==> src/rtl/addertree_pipe_param.sv <==
// Pipelined NUM_IN-operand adder: 3:2 carry-save levels with a register every REG_EVERY
// levels, then a 3-input carry-propagate add into an optional framed accumulator.
module addertree_pipe_param #(
    parameter int NUM_IN    = 9,
    parameter int IN_W      = 16,
    parameter int SIGNED    = 1,
    parameter int ACC_EXT   = 8,
    parameter int REG_EVERY = 2,
    parameter int OUT_W     = IN_W + $clog2(NUM_IN) + ACC_EXT
) (
    input  logic                   clk,
    input  logic                   reset,
    input  logic                   in_valid,
    output logic                   in_ready,
    input  logic [NUM_IN*IN_W-1:0] in_data,
    input  logic                   in_acc,
    input  logic                   in_first,
    input  logic                   in_last,
    output logic                   out_valid,
    input  logic                   out_ready,
    output logic [OUT_W-1:0]       out_sum
);

    function automatic int rows_at(input int n_in, input int lvl);
        int r;
        r = n_in;
        for (int i = 0; i < lvl; i++) r = 2 * (r / 3) + r % 3;
        return r;
    endfunction

    function automatic int num_levels(input int n_in);
        int r;
        int n;
        r = n_in;
        n = 0;
        while (r > 2) begin
            r = 2 * (r / 3) + r % 3;
            n++;
        end
        return n;
    endfunction

    localparam int NLVL = num_levels(NUM_IN);

    logic             stall;
    logic             out_valid_q, out_valid_d;
    logic [OUT_W-1:0] out_sum_q, out_sum_d;
    logic [OUT_W-1:0] acc_q, acc_d;

    // One global stall: only the output register can refuse, so every stage holds together.
    assign stall    = out_valid_q & ~out_ready;
    assign in_ready = ~stall;

    for (genvar l = 0; l <= NLVL; l++) begin : g_lvl
        localparam int R = rows_at(NUM_IN, l);
        logic [OUT_W-1:0] rows [R];
        logic             vld, acc, first, last;

        if (l == 0) begin : g_src
            for (genvar k = 0; k < NUM_IN; k++) begin : g_ext
                logic [IN_W-1:0] op;
                assign op      = in_data[k*IN_W +: IN_W];
                assign rows[k] = {{(OUT_W-IN_W){(SIGNED != 0) && op[IN_W-1]}}, op};
            end
            assign vld   = in_valid & in_ready;
            assign acc   = in_acc;
            assign first = in_first;
            assign last  = in_last;
        end else begin : g_csa
            localparam int RI  = rows_at(NUM_IN, l - 1);
            localparam int NG  = RI / 3;
            localparam bit REG = ((l % REG_EVERY) == 0) || (l == NLVL);
            logic [OUT_W-1:0] rows_d [R];

            always_comb begin
                for (int k = 0; k < R; k++) rows_d[k] = '0;
                for (int g = 0; g < NG; g++) begin
                    rows_d[2*g]   = g_lvl[l-1].rows[3*g] ^ g_lvl[l-1].rows[3*g+1]
                                  ^ g_lvl[l-1].rows[3*g+2];
                    rows_d[2*g+1] = ((g_lvl[l-1].rows[3*g]   & g_lvl[l-1].rows[3*g+1])
                                  |  (g_lvl[l-1].rows[3*g]   & g_lvl[l-1].rows[3*g+2])
                                  |  (g_lvl[l-1].rows[3*g+1] & g_lvl[l-1].rows[3*g+2])) << 1;
                end
                // Leftover rows that do not fill a full triple pass straight down.
                for (int k = 0; k < RI - 3*NG; k++) rows_d[2*NG+k] = g_lvl[l-1].rows[3*NG+k];
            end

            if (REG) begin : g_reg
                logic [OUT_W-1:0] rows_q [R];
                logic             vld_q, vld_d;
                logic [2:0]       flg_q, flg_d;

                always_comb begin
                    vld_d = g_lvl[l-1].vld;
                    flg_d = {g_lvl[l-1].acc, g_lvl[l-1].first, g_lvl[l-1].last};
                    if (stall) begin
                        vld_d = vld_q;
                        flg_d = flg_q;
                    end
                end

                always_ff @(posedge clk) begin
                    if (reset) vld_q <= 1'b0;
                    else       vld_q <= vld_d;
                end

                always_ff @(posedge clk) begin
                    flg_q <= flg_d;
                    if (!stall) rows_q <= rows_d;
                end

                assign rows  = rows_q;
                assign vld   = vld_q;
                assign acc   = flg_q[2];
                assign first = flg_q[1];
                assign last  = flg_q[0];
            end else begin : g_comb
                assign rows  = rows_d;
                assign vld   = g_lvl[l-1].vld;
                assign acc   = g_lvl[l-1].acc;
                assign first = g_lvl[l-1].first;
                assign last  = g_lvl[l-1].last;
            end
        end
    end

    logic [OUT_W-1:0] sum_sc, acc_in, acc_sum;

    always_comb begin
        sum_sc      = g_lvl[NLVL].rows[0] + g_lvl[NLVL].rows[1];
        acc_in      = g_lvl[NLVL].first ? '0 : acc_q;
        acc_sum     = g_lvl[NLVL].rows[0] + g_lvl[NLVL].rows[1] + acc_in;
        out_valid_d = out_valid_q;
        out_sum_d   = out_sum_q;
        acc_d       = acc_q;
        if (!stall) begin
            out_valid_d = 1'b0;
            if (g_lvl[NLVL].vld) begin
                if (!g_lvl[NLVL].acc) begin
                    out_valid_d = 1'b1;
                    out_sum_d   = sum_sc;
                end else if (g_lvl[NLVL].last) begin
                    out_valid_d = 1'b1;
                    out_sum_d   = acc_sum;
                    acc_d       = '0;
                end else begin
                    acc_d = acc_sum;
                end
            end
        end
    end

    always_ff @(posedge clk) begin
        if (reset) begin
            out_valid_q <= 1'b0;
            out_sum_q   <= '0;
            acc_q       <= '0;
        end else begin
            out_valid_q <= out_valid_d;
            out_sum_q   <= out_sum_d;
            acc_q       <= acc_d;
        end
    end

    assign out_valid = out_valid_q;
    assign out_sum   = out_sum_q;

endmodule

==> config.mk <==
export PLATFORM = sky130hd
export DESIGN_NAME = addertree_pipe_param
export DESIGN_NICKNAME = d
export VERILOG_FILES = /design/src/rtl/addertree_pipe_param.sv
export SDC_FILE = /design/constraint.sdc
export NUM_CORES = 1
export LEC_CHECK = 0
export ABC_AREA = 1
export BUFFER_PORTS_ARGS = -buffer_cell sky130_fd_sc_hd__buf_2
export CAP_MARGIN = 10
export CORE_MARGIN = 4
export CORE_UTILIZATION = 35
export CTS_CLUSTER_SIZE = 8
export DETAILED_ROUTE_END_ITERATION = 7
export HOLD_SLACK_MARGIN = 0.08
export PLACE_DENSITY = 0.54
export SLEW_MARGIN = 20
export SYNTH_ARGS = -nofsm -noshare
export SYNTH_HDL_FRONTEND = slang
export SYNTH_SLANG_ARGS = --single-unit
==> constraint.sdc <==
create_clock -name clk -period 7.15 [get_ports clk]
set_input_delay 1.0725 -clock clk [delete_from_list [all_inputs] [get_ports clk]]
set_output_delay 1.0725 -clock clk [all_outputs]
set_load 0.05 [all_outputs]
; Word level (Yosys, flattened, before mapping)
; Index checks and enable logic that the tools add are counted.
[word_totals]
ff_bits = 230
output_inout_bits = 30
word_cells = 78
[classes]
addsub = 2
n_eq_ne = 1
n_mux = 7
n_bitwise = 53
reduce_logical = 2
[op_table]
columns = op, count
row1 = 27-bit AND, 21
row2 = 28-bit bitwise XOR, 14
row3 = 27-bit OR, 14
row4 = 28-bit two-way mux, 4
row5 = 28-bit adder, 2
row6 = 3-bit AND reduction, 2
row7 = 1-bit two-way mux, 3
row8 = 1-bit AND, 2
row9 = "2-bit != test, second input constant", 1
row10 = 1-bit inverter, 2

; Depth between registers and ports, before layout
[depth]
ltp_word = 6
mapped_depth = 27
ltp_nobuf = 27

; Worst setup path after synthesis
; OpenSTA, ideal clock, no wires.
[synth_timing]
path_type = input -> register
startpoint = in out_ready
endpoint = reg out_sum_q[8], in the netlist out_sum[8]
t_arrival_ns = 3.598
required_time_ns = 7.033
slack_ns = 3.436
stages = 8
path_buffers = 1
path_cell_list = nor2_1 inv_2 nand2_1 nor2_1 clkbuf_1 nand3_1 o211ai_1 inv_1
[synth_via]
elab_chain_len = 4
[synth_lines]
columns = item, line_no
row1 = from (decl), 20  ; input logic out_ready,
row2 = 1-bit inverter, 51  ; assign stall = out_valid_q & ~out_ready;
row3 = 1-bit AND, 51
row4 = 1-bit inverter (no source line), n/a
row5 = via in_ready, 14  ; output logic in_ready,
row6 = 3-bit AND reduction (no source line), n/a
row7 = to (signal assigned), 160  ; out_sum_q <= out_sum_d;
row8 = to (decl), 47  ; logic [OUT_W-1:0] out_sum_q, out_sum_d;
; The timed path passes the listed nets, and every way through them passes these cells.
; A chain may end at the register's enable or synchronous reset.

; Worst setup path after layout
[layout_timing]
startpoint = reg g_lvl[4].g_csa.g_reg.rows_q[2] (netlist bit)
endpoint = reg out_sum_q[20], in the netlist out_sum[20]
[layout_via]
elab_chain_len = 4
[layout_lines]
columns = item, line_no
row1 = from (decl), 89  ; logic [OUT_W-1:0] rows_q [R];
row2 = from (signal assigned), 109  ; if (!stall) rows_q <= rows_d;
row3 = 28-bit adder (*), "130, 132"
row4 = 28-bit adder, 132  ; acc_sum = g_lvl[NLVL].rows[0] + g_lvl[NLVL].rows[1] + acc_in;
row5 = 28-bit two-way mux, 142  ; end else if (g_lvl[NLVL].last) begin
row6 = 28-bit two-way mux (*), 139  ; if (!g_lvl[NLVL].acc) begin
; Every way passes the cells marked *; elsewhere a longest branch is shown, timed or not. The select of a mux whose other input is x is not followed.

==> results.yml <==
sta:
  slew_headroom_pct: 35.8
  setup_slack_ns: 3.50
  finalSetupViolations: 0
  rsz0062_at_grt: "false"
  slew_violations: 0
  skew_ns: 0.0178
  tns_ns: 0
  period_share_pct: 51.0
  fin_crit_ns: 3.65
  tightest_slew_ns: 0.963
  max_clock_freq_ghz: 0.274
  holdWs_ns: 0.422
  finalHoldViolations: 0
cells_and_area:
  area_growth_pct: 17.3
  drive_gt1_share_pct: 17.5
  area.sequential_sq_mm: 0.00448
  nFillCells: 3283
  nets: 1774
  layout.cells.non_filler: 1914
  antenna_cells: 0
  final_cell_area_sq_mm: 0.0136
  multiInputGateArea_sq_mm: 0.00600
  fin_util_pct: 41.8
setup_path:
  r2r-end: "out_sum[20]"
  crit_required_ns: 7.41
  slowest_stage: "fa_1"
  crit_cells: 23
  slowest_delay_ns: 0.40
  start_kind: "flop"
  endpoint_kind: "flop"
  crit_family: "simple AND/OR/NAND/NOR gates"
  arrival_ns: 3.91
  crit_buf_inv: 1
  cpMostUsedCell: "nand2_1"
  r2r-start: "g_lvl[4].g_csa.g_reg.rows_q[2]"
  crit_chain: "ha_1 > inv_1 > fa_1 > nand3b_1 > nand2_1 > nand2_1 > nand2_2 > nand2_2 > nand2_2 > nand2_2 > nand3_1 > nand2_1 > ha_1 > nand2_1 > nor2_1 > and2_1 > nand4_1 > nand3_1 > nand2_1 > nand2_1 > nand2_1 > nand3_1 > a21oi_1"
  rr_worst_depth: 23
  crit_end: "out_sum[20]"
  critical_path_class: "flop to flop"
  cp-startpoint: "g_lvl[4].g_csa.g_reg.rows_q[2]"
  regToRegSetupSlack_ns: 3.50
  critPathMaxFanout: 5
cts:
  clkLatencyLatePin_ns: 0.43
  cts_setup_buffers: 0
  holdBufCountCts: 0
  clkSinkCount: 169
  cts_max_path_buffers: 2
  cts_root_buf: "clkbuf_16"
  cts-resized-gates: 0
  clk_pin_slew_ns: 0.07
  numCtsBuffers: 17
  tritoncts: "done"
  htree_levels: 4
job:
  cap_violations: 0
logic_synthesis:
  synth_warnings: 0
  syn_nets: 1594
  avgSynthCellArea_sq_um: 9.09
  syn_inst: 1279
  synth-edff-count: 110
  syn_area_sq_mm: 0.0116
  yosysSeqAreaShare_pct: 38.6
  ys_types: 41
  ys_seq_elements: 169
  synth_async_sr_flop_share_pct: 0
  ys.flop_type: "edfxtp_1"
power:
  p_leak_nw: 6.58
  total_power_mw: 5.67
  ir_drop_mv: 0.217
  powerDensity_mw_per_mm2: 416
floorplan:
  fp.dieH_um: 190
  ios: 181
  rows: 66
  initial_core_util_pct: 35.6
  core_sq_mm: 0.0326
  die-area_sq_mm: 0.0362
  die_w_um: 190
placement:
  portBuffers: 180
  place.gp.congestion: 0.961
  dp_slack_ns: 3.35
  dp_hpwl_um: 21000
  place_inst: 1882
  postPlaceCellArea_sq_mm: 0.0130
status:
  outcome: "finished clean"
routing:
  drtAntennaViolNets: 0
  wire_per_inst_um: 13.9
  vias: 8700
  vias_per_cell: 4.55
  drt-initial-drc-count: 412
  routed_wl_um: 26600
  route.detailed.drc: 0
  dr.pass1.iters: 5
min_path:
  min_path_type: "flop to flop"
  hold_start: "g_lvl[2].g_csa.g_reg.flg_q[0]"
global_routing:
  track_usage_pct: 15.2
  grt_first_pass_wirelength_um: 44600
  antenna_found_initial: 1
  overflow: 0
  grt_pass1_vias: 9050
  grt_max_degree: 67
## cells in the mapped netlist (2+ instances only)
cell type | instances | share of area [%]
inv_2 | 4 | 0.13
o21bai_1 | 4 | 0.26
nand3b_1 | 3 | 0.19
ha_1 | 48 | 5.2
and2_1 | 2 | 0.11
fa_1 | 116 | 20
nand2_4 | 3 | 0.29
a21o_1 | 5 | 0.32
nand3_2 | 2 | 0.17
nor2_1 | 82 | 2.6
dfxtp_1 | 59 | 10
a21oi_2 | 4 | 0.30
xor2_1 | 17 | 1.3
o21ai_0 | 24 | 1.0
xnor2_1 | 3 | 0.23
nor2_2 | 3 | 0.16
nand4_1 | 14 | 0.75
o21ai_1 | 9 | 0.39
inv_1 | 275 | 8.9
nor3_1 | 3 | 0.13
or2_1 | 3 | 0.16
clkbuf_1 | 15 | 0.48
nor3_2 | 4 | 0.34
a31oi_1 | 5 | 0.27
nand3_1 | 65 | 2.8
edfxtp_1 | 110 | 28
buf_2 | 7 | 0.30
nand2_1 | 265 | 8.6
nand2_2 | 14 | 0.75
o211ai_1 | 5 | 0.32
a21oi_1 | 95 | 4.1
o21a_1 | 2 | 0.13
## registers in the layout, summed over array words and instances, names as in the netlist
register,flops
out_sum,28
g_lvl.g_csa.g_reg.vld_q,2
out_valid,1
g_lvl.g_csa.g_reg.flg_q,6
acc_q,28
g_lvl.g_csa.g_reg.rows_q,104
## worst min path at each step
stage | end | cells past startpoint
floorplan | g_lvl[4].g_csa.g_reg.flg_q[0] | 0
global placement | g_lvl[4].g_csa.g_reg.flg_q[2] | 0
detailed placement | g_lvl[4].g_csa.g_reg.flg_q[2] | 0
CTS | g_lvl[4].g_csa.g_reg.flg_q[2] | 0
global route | g_lvl[4].g_csa.g_reg.flg_q[1] | 0
finish | g_lvl[4].g_csa.g_reg.flg_q[0] | 0
## layout by cell type, fill, tap and decap left out, types with 4 or more instances in the layout
| cell | count |
|---|---|
| inv_1 | 275 |
| nand2_1 | 265 |
| buf_2 | 180 |
| fa_1 | 116 |
| edfxtp_1 | 110 |
| a21oi_1 | 95 |
| nor2_1 | 81 |
| nand3_1 | 65 |
| dfxtp_1 | 59 |
| ha_1 | 48 |
| o21ai_0 | 24 |
| xor2_1 | 17 |
| clkbuf_16 | 17 |
| nand2_2 | 14 |
| nand4_1 | 14 |
| o21ai_1 | 9 |
| a21o_1 | 5 |
| a31oi_1 | 5 |
| o211ai_1 | 5 |
| clkinv_8 | 5 |
| buf_4 | 5 |
| o21bai_1 | 4 |
| nor2_2 | 4 |
| a21oi_2 | 4 |
| inv_8 | 4 |
## routing by layer
layer  GRT usage, %  part of all wire [%]
met2           25.7                    48
met3           2.44                   4.8
met5              0                 0.026
met4           4.36                   2.0
met1           20.3                    45
## where the power goes
part / switching [mW] / leakage (nW) / internal, mW / total [mW]
clock network: 0.470 / 0.297 / 0.478 / 0.948
registers: 0.113 / 1.64 / 1.39 / 1.50
logic: 2.11 / 4.65 / 1.11 / 3.22
## kinds of logic after synthesis
group | after synthesis | share of synthesized area, %
fa+ha+maj | 164 | 25.1
xor+xnor | 21 | 1.65
compound gates | 157 | 7.49
flops | 169 | 38.6
buf+inv | 303 | 9.89
simple gates | 465 | 17.2
## final cells by class
| class | instances | share of cell area (%) |
|---|---|---|
| Clock buffer | 17 | 3.12 |
| Sequential cell | 169 | 32.9 |
| Tap cell | 442 | 4.06 |
| Clock inverter | 15 | 1.37 |
| Timing Repair Buffer | 185 | 6.88 |
| Inverter | 279 | 7.70 |
| Multi-Input combinational cell | 807 | 44.0 |
Power figures use the tool's default switching activity.
